File: src/rtl/mem_arb_pkg.sv
// mem_arb_pkg
// Shared definitions for the memory arbiter slice: default widths, the
// request payload record and small width helpers used to size pointers
// and counters.
// No ports (package).
package mem_arb_pkg;

  localparam int ARB_ADDR_W    = 32;
  localparam int ARB_DATA_W    = 32;
  localparam int ARB_BE_W      = ARB_DATA_W / 8;
  localparam int ARB_NUM_CH    = 2;
  localparam int ARB_MAX_OUTST = 4;

  // Request payload as seen on the downstream memory port.
  typedef struct packed {
    logic [ARB_ADDR_W-1:0] addr;
    logic [ARB_DATA_W-1:0] data;
    logic [ARB_BE_W-1:0]   byte_lane;
    logic                  is_write;
  } mem_req_t;

  // Width needed to index n items (never less than one bit).
  function automatic int idx_w(input int n);
    return (n > 1) ? $clog2(n) : 1;
  endfunction

  // Width of an occupancy counter able to hold 0..depth inclusive.
  function automatic int cnt_w(input int depth);
    return $clog2(depth) + 1;
  endfunction

  localparam int ARB_CH_W  = idx_w(ARB_NUM_CH);
  localparam int ARB_CNT_W = cnt_w(ARB_MAX_OUTST);

endpackage

File: src/rtl/id_fifo.sv
// id_fifo
// Small synchronous FIFO holding the channel IDs of accepted requests in
// acceptance order, so in-order memory responses can be routed back.
// Ports:
//   clock, reset         - clock, synchronous active-high reset
//   push, push_data      - write an entry (ignored when full)
//   pop,  pop_data       - remove the head (ignored when empty); pop_data
//                          always shows the current head
//   full, empty, count   - occupancy status
module id_fifo
  import mem_arb_pkg::*;
#(
  parameter int WIDTH = 1,
  parameter int DEPTH = 4
) (
  input  logic                   clock,
  input  logic                   reset,
  input  logic                   push,
  input  logic [WIDTH-1:0]       push_data,
  input  logic                   pop,
  output logic [WIDTH-1:0]       pop_data,
  output logic                   full,
  output logic                   empty,
  output logic [cnt_w(DEPTH)-1:0] count
);

  localparam int PTR_W = idx_w(DEPTH);
  localparam int CNT_W = cnt_w(DEPTH);

  logic [WIDTH-1:0] store [DEPTH];
  logic [PTR_W-1:0] wr_ptr;
  logic [PTR_W-1:0] rd_ptr;
  logic [CNT_W-1:0] cnt;
  logic             do_push;
  logic             do_pop;

  assign full     = (cnt == CNT_W'(DEPTH));
  assign empty    = (cnt == {CNT_W{1'b0}});
  assign do_push  = push && !full;
  assign do_pop   = pop && !empty;
  assign pop_data = store[rd_ptr];
  assign count    = cnt;

  // Entry storage; contents need no reset because count gates their use.
  always_ff @(posedge clock) begin
    if (do_push) begin
      store[wr_ptr] <= push_data;
    end
  end

  // Pointers and occupancy; DEPTH is a power of two so pointers wrap naturally.
  always_ff @(posedge clock) begin
    if (reset) begin
      wr_ptr <= {PTR_W{1'b0}};
      rd_ptr <= {PTR_W{1'b0}};
      cnt    <= {CNT_W{1'b0}};
    end else begin
      if (do_push) begin
        wr_ptr <= wr_ptr + PTR_W'(1);
      end
      if (do_pop) begin
        rd_ptr <= rd_ptr + PTR_W'(1);
      end
      case ({do_push, do_pop})
        2'b10:   cnt <= cnt + CNT_W'(1);
        2'b01:   cnt <= cnt - CNT_W'(1);
        default: cnt <= cnt;
      endcase
    end
  end

endmodule

File: src/rtl/mem_arbiter.sv
// mem_arbiter
// Round-robin arbiter sharing one downstream memory port among NUM_CH
// requesters. Accepted channel IDs are queued so in-order memory responses
// are steered back to the right requester with no added latency.
// Ports:
//   clock, reset                 - clock, synchronous active-high reset
//   io_req_valid / io_req_ready  - per-channel handshake
//   io_req_bits_*                - per-channel payload, channel c at slice c
//   io_rsp_valid, io_rsp_bits_*  - per-channel response strobe, shared data
//   io_mem_req_*                 - downstream request (granted channel)
//   io_mem_rsp_*                 - downstream in-order response
//   io_outstanding               - accepted-but-unanswered count
//   io_err_unexpected_rsp        - sticky: response arrived with none pending
module mem_arbiter
  import mem_arb_pkg::*;
#(
  parameter int NUM_CH    = ARB_NUM_CH,
  parameter int ADDR_W    = ARB_ADDR_W,
  parameter int DATA_W    = ARB_DATA_W,
  parameter int MAX_OUTST = ARB_MAX_OUTST
) (
  input  logic                         clock,
  input  logic                         reset,
  input  logic [NUM_CH-1:0]            io_req_valid,
  output logic [NUM_CH-1:0]            io_req_ready,
  input  logic [NUM_CH*ADDR_W-1:0]     io_req_bits_addrRequest,
  input  logic [NUM_CH*DATA_W-1:0]     io_req_bits_dataRequest,
  input  logic [NUM_CH*(DATA_W/8)-1:0] io_req_bits_activeByteLane,
  input  logic [NUM_CH-1:0]            io_req_bits_isWrite,
  output logic [NUM_CH-1:0]            io_rsp_valid,
  output logic [DATA_W-1:0]            io_rsp_bits_dataResponse,
  output logic                         io_mem_req_valid,
  output logic [ADDR_W-1:0]            io_mem_req_bits_addrRequest,
  output logic [DATA_W-1:0]            io_mem_req_bits_dataRequest,
  output logic [DATA_W/8-1:0]          io_mem_req_bits_activeByteLane,
  output logic                         io_mem_req_bits_isWrite,
  input  logic                         io_mem_req_ready,
  input  logic                         io_mem_rsp_valid,
  input  logic [DATA_W-1:0]            io_mem_rsp_bits_dataResponse,
  output logic [cnt_w(MAX_OUTST)-1:0]  io_outstanding,
  output logic                         io_err_unexpected_rsp
);

  localparam int CH_W  = idx_w(NUM_CH);
  localparam int CNT_W = cnt_w(MAX_OUTST);
  localparam int BE_W  = DATA_W / 8;

  logic [CH_W-1:0]   ptr;
  logic              locked;
  logic [CH_W-1:0]   lock_ch;
  logic              err;
  logic [CH_W-1:0]   rr_grant;
  logic              rr_found;
  logic [CH_W-1:0]   grant;
  logic              lock_hold;
  logic              req_valid;
  logic              accept;
  logic              rsp_pop;
  logic              fifo_full;
  logic              fifo_empty;
  logic [CH_W-1:0]   fifo_head;
  logic [CNT_W-1:0]  fifo_count;
  logic [NUM_CH-1:0] one_hot_lsb;

  assign one_hot_lsb = {{(NUM_CH-1){1'b0}}, 1'b1};

  // Round-robin search: first valid channel at or after the pointer, wrapping.
  always_comb begin
    logic [CH_W-1:0] idx;
    rr_grant = ptr;
    rr_found = 1'b0;
    idx      = {CH_W{1'b0}};
    for (int i = 0; i < NUM_CH; i++) begin
      idx = CH_W'((int'(ptr) + i) % NUM_CH);
      if (!rr_found && io_req_valid[idx]) begin
        rr_grant = idx;
        rr_found = 1'b1;
      end else begin
        rr_found = rr_found;
      end
    end
  end

  // A stalled grant stays on its channel only while that channel keeps valid.
  assign lock_hold = locked && io_req_valid[lock_ch];
  assign grant     = lock_hold ? lock_ch : rr_grant;

  assign req_valid        = (|io_req_valid) && !fifo_full && !reset;
  assign accept           = req_valid && io_mem_req_ready;
  assign rsp_pop          = io_mem_rsp_valid && !fifo_empty && !reset;

  assign io_mem_req_valid               = req_valid;
  assign io_mem_req_bits_addrRequest    = io_req_bits_addrRequest[int'(grant)*ADDR_W +: ADDR_W];
  assign io_mem_req_bits_dataRequest    = io_req_bits_dataRequest[int'(grant)*DATA_W +: DATA_W];
  assign io_mem_req_bits_activeByteLane = io_req_bits_activeByteLane[int'(grant)*BE_W +: BE_W];
  assign io_mem_req_bits_isWrite        = io_req_bits_isWrite[grant];

  assign io_req_ready             = accept ? (one_hot_lsb << grant) : {NUM_CH{1'b0}};
  assign io_rsp_valid             = rsp_pop ? (one_hot_lsb << fifo_head) : {NUM_CH{1'b0}};
  assign io_rsp_bits_dataResponse = io_mem_rsp_bits_dataResponse;
  assign io_outstanding           = fifo_count;
  assign io_err_unexpected_rsp    = err;

  id_fifo #(
    .WIDTH (CH_W),
    .DEPTH (MAX_OUTST)
  ) u_id_fifo (
    .clock     (clock),
    .reset     (reset),
    .push      (accept),
    .push_data (grant),
    .pop       (rsp_pop),
    .pop_data  (fifo_head),
    .full      (fifo_full),
    .empty     (fifo_empty),
    .count     (fifo_count)
  );

  // Priority pointer, stall lock and sticky unexpected-response flag.
  always_ff @(posedge clock) begin
    if (reset) begin
      ptr     <= {CH_W{1'b0}};
      locked  <= 1'b0;
      lock_ch <= {CH_W{1'b0}};
      err     <= 1'b0;
    end else begin
      if (accept) begin
        ptr <= (grant == CH_W'(NUM_CH - 1)) ? {CH_W{1'b0}} : grant + CH_W'(1);
      end else begin
        ptr <= ptr;
      end
      if (req_valid && !io_mem_req_ready) begin
        locked  <= 1'b1;
        lock_ch <= grant;
      end else begin
        locked  <= 1'b0;
        lock_ch <= lock_ch;
      end
      // An empty queue means the response belongs to nobody, even if a push lands this cycle.
      if (io_mem_rsp_valid && fifo_empty) begin
        err <= 1'b1;
      end else begin
        err <= err;
      end
    end
  end

endmodule

File: config.mk
export PLATFORM = sky130hd
export DESIGN_NAME = mem_arbiter
export DESIGN_NICKNAME = d
export VERILOG_FILES = /design/src/rtl/mem_arb_pkg.sv /design/src/rtl/id_fifo.sv /design/src/rtl/mem_arbiter.sv
export SDC_FILE = /design/constraint.sdc
export NUM_CORES = 1
export LEC_CHECK = 0
export BUFFER_PORTS_ARGS = -buffer_cell sky130_fd_sc_hd__buf_4
export CAP_MARGIN = 40
export CORE_AREA = 5 5 107 109
export DETAILED_ROUTE_END_ITERATION = 7
export DIE_AREA = 0 0 112 114
export SYNTH_ARGS = -nofsm -noshare
export SYNTH_HDL_FRONTEND = slang
export SYNTH_SLANG_ARGS = --single-unit
export TNS_END_PERCENT = 5
File: constraint.sdc
create_clock -name clock -period 5.26 [get_ports clock]
set_clock_uncertainty 0.15 [all_clocks]
set_input_delay 0.526 -clock clock [delete_from_list [all_inputs] [get_ports clock]]
set_output_delay 0.526 -clock clock [all_outputs]
set_load 0.05 [all_outputs]
==> run_results.csv <==
group,metric,value,unit
timing,max_freq,324.7,MHz
placed_design,pre_cts_slack,2.141,ns
clocking,path_clk_slew,0.06,ns
finish,num_antenna_cells,0,
finish,drive_gt1_share,81.13,%
clocking,clk_path_buf_depth,2,
floorplanning,start_util,17.91,%
timing,whs,0.3200,ns
worst_setup_path,critPathLaunch,"io_req_valid[0]",
synthesis,synth_cells,186,
routing,routed_wl,7.897,mm
power_and_ir_drop,power_density,218.2,nW/um2
outcome,status,"completed",
floorplanning,fp.dieH,114,um
worst_setup_path,crit_type,"primary input to output pin",
floorplanning,die_x,112,um
placed_design,io_buffers,221,
routing,vias,2016,
global_route,antenna_found_initial,0,
floorplanning,die_area,12770,um2
placed_design,dpl.hpwl,6.801,mm
global_route,grt_max_degree,53,
global_route,grt_pass1_wl,11.57,mm
clocking,cts-root-buf,"clkbuf_8",
worst_setup_path,r2r_start,"u_id_fifo.count[0]",
clocking,cts_buffers,3,
timing,hold_viol_final,0,
clocking,cts.repair.resized,0,
worst_setup_path,crit_top_cell,"buf_4",
synthesis,synth_warnings,0,
worst_setup_path,crit_cells,7,
worst_setup_path,critPathLaunchType,"primary input",
timing,tightestPinTransition,0.7867,ns
finish,seq_area,380.4,um2
worst_setup_path,rr_worst_depth,9,
routing,vias_per_cell,3.945,
worst_setup_path,cpPeakStageDelay,0.62,ns
clocking,cts_tree,"done",
power_and_ir_drop,leakage,1.662,nW
synthesis,ys_seq_area_share,20.21,%
floorplanning,ios,286,
routing,wl_per_cell,15.45,um
worst_setup_path,crit_arrival,2.40,ns
clocking,hold_buffers,0,
routing,ant_nets,0,
timing,setup_viol,0,
clocking,htree_levels,1,
finish,fillers,1101,
global_route,grt_pass1_vias,2136,
clocking,clock_latency,0.24,ns
worst_setup_path,slowest_stage,"a21oi_4",
run,max_cap_violations,0,
synthesis,synth_area,1882,um2
worst_setup_path,critical-path-top-delay-family,"compound AO/OA/AOI/OAI gates",
worst_setup_path,rrSetupSlack,2.77,ns
timing,rsz0062_at_grt,"no",
synthesis,postSynthAreaPerCell,10.12,um2
routing,first_pass_iters,4,
min_path,hold_path_class,"flip-flop to flip-flop",
power_and_ir_drop,irDropWorstVdd,0.1592,mV
timing,fin_ws,2.180,ns
worst_setup_path,required,4.58,ns
timing,drv_slew,0,
worst_setup_path,cp-end-kind,"output pin",
placed_design,globalplace.congestion,0.8509,
floorplanning,row_count,38,
floorplanning,core,10510,um2
synthesis,ys_ff_latch,17,
synthesis,synth_nets,368,
timing,final.setup.tns,0,ns
timing,finalCriticalPeriod,3.080,ns
finish,synthToLayoutAreaGrowth,85.77,%
worst_setup_path,crit_chain,"buf_4, nand2b_1, a21oi_1, a21oi_4, buf_12, mux2_2, buf_4",
worst_setup_path,worst-path-buf-inv,3,
routing,drtIter0Drc,63,
routing,drc_errors,0,
worst_setup_path,cp_max_fo,52,
global_route,track_usage,10.87,%
finish,multi_input_area,1190,um2
worst_setup_path,endpoint,"io_mem_req_bits_addrRequest[18]",
timing,slew_headroom,47.43,%
clocking,cts_sinks,17,
synthesis,synth_cell_types,28,
global_route,grt_overflow,0,
placed_design,place_inst,507,
clocking,cts_setup_buffers,0,
finish,final_nets,554,
worst_setup_path,rr_endpoint,"u_id_fifo.count[2]",
finish,stdcell_count,511,
timing,post-route-period-util,58.55,%
## how the worst min path moves through the flow
stage                               start               endpoint  slack, ns  depth (start not counted)
floorplan             u_id_fifo.rd_ptr[1]              flip-flop       0.28                          1
detailed placement  io_err_unexpected_rsp  io_err_unexpected_rsp       0.31                          2
finish              io_err_unexpected_rsp  io_err_unexpected_rsp       0.32                          2
CTS                 io_err_unexpected_rsp  io_err_unexpected_rsp       0.33                          2
global placement      u_id_fifo.rd_ptr[1]    u_id_fifo.rd_ptr[1]       0.30                          1
global route          u_id_fifo.rd_ptr[1]    u_id_fifo.rd_ptr[1]       0.36                          1
## per-stage QoR
stage | power (mW) | cell area, um2 | util, %
after global placement | 0.6704 | 3451 | 32.84
final | 0.7628 | 3496 | 33.27
after floorplan | 0.5498 | 1882 | -
after global routing | 0.7974 | 3496 | 33.27
after CTS | 0.7715 | 3496 | 33.27
after detailed placement | 0.6742 | 3451 | 32.84
## power by group
| group | internal [mW] | switching, mW |
|---|---|---|
| combinational | 0.212 | 0.309 |
| clock | 0.0536 | 0.0409 |
| sequential | 0.142 | 0.00625 |
| total | 0.407 | 0.356 |
## metal layers
layer  vias to the layer above  global-route usage, %  wire length, um
li1                        985                      -                -
met1                       911                  13.01             2976
met2                       118                  19.14             3998
met3                         2                  4.350              901
met4                         0                  1.042               21
met5                         -                      0                0
## worst reg2reg max path: stages, from the launching register on
cell and delay [ns]:
dfxtp_1 0.37, nor3b_2 0.42, nor4b_4 0.15, inv_1 0.10, ha_1 0.18, inv_1 0.06, fa_1 0.37, xor2_1 0.16
or3_1 0.31, a21oi_1 0.14
## layout by cell type, fill, tap and decap left out, types with 4 or more instances in the layout
cell type	instances
inv_1	7
ha_1	5
buf_4	221
edfxtp_1	4
and2_1	6
a21oi_1	4
dfxtp_1	13
nor2_1	11
mux2_2	69
## layout make-up
| class | count | share of cell area, % |
|---|---|---|
| Clock buffer | 4 | 1.288 |
| Tap cell | 140 | 5.011 |
| Inverter | 7 | 0.7516 |
| Timing Repair Buffer | 222 | 48.03 |
| Sequential cell | 17 | 10.88 |
| Multi-Input combinational cell | 121 | 34.04 |
## cells by family (layout without fill, tap and decap cells)
family | after synthesis | after routing | share of synthesized area (%)
fa+ha+maj | 6 | 6 | 4.388
buf+inv | 48 | 233 | 17.15
flops | 17 | 17 | 20.21
simple gates | 29 | 29 | 9.441
compound gates | 10 | 10 | 3.391
mux | 72 | 72 | 43.55
xor+xnor | 4 | 4 | 1.862
## cell usage after synthesis, drive strengths merged
library cell | count | area (um2)
a211oi | 1 | 7.510
a21oi | 5 | 25.02
and2 | 6 | 37.54
buf | 40 | 292.8
clkbuf | 1 | 3.750
dfxtp | 13 | 260.3
edfxtp | 4 | 120.1
fa | 1 | 20.02
ha | 5 | 62.56
inv | 7 | 26.28
mux2 | 69 | 777.0
mux2i | 2 | 20.02
mux4 | 1 | 22.52
nand2 | 1 | 3.750
nand2b | 2 | 12.51
nor2 | 11 | 41.29
nor2b | 1 | 6.260
nor3 | 3 | 15.01
nor3b | 2 | 25.02
nor4b | 1 | 23.77
o21ai | 2 | 10.01
o21ba | 1 | 10.01
o41a | 1 | 11.26
or2 | 1 | 6.260
or3 | 1 | 6.260
xnor2 | 2 | 17.52
xor2 | 2 | 17.52
Note: power is estimated with default switching activity, not from simulation.
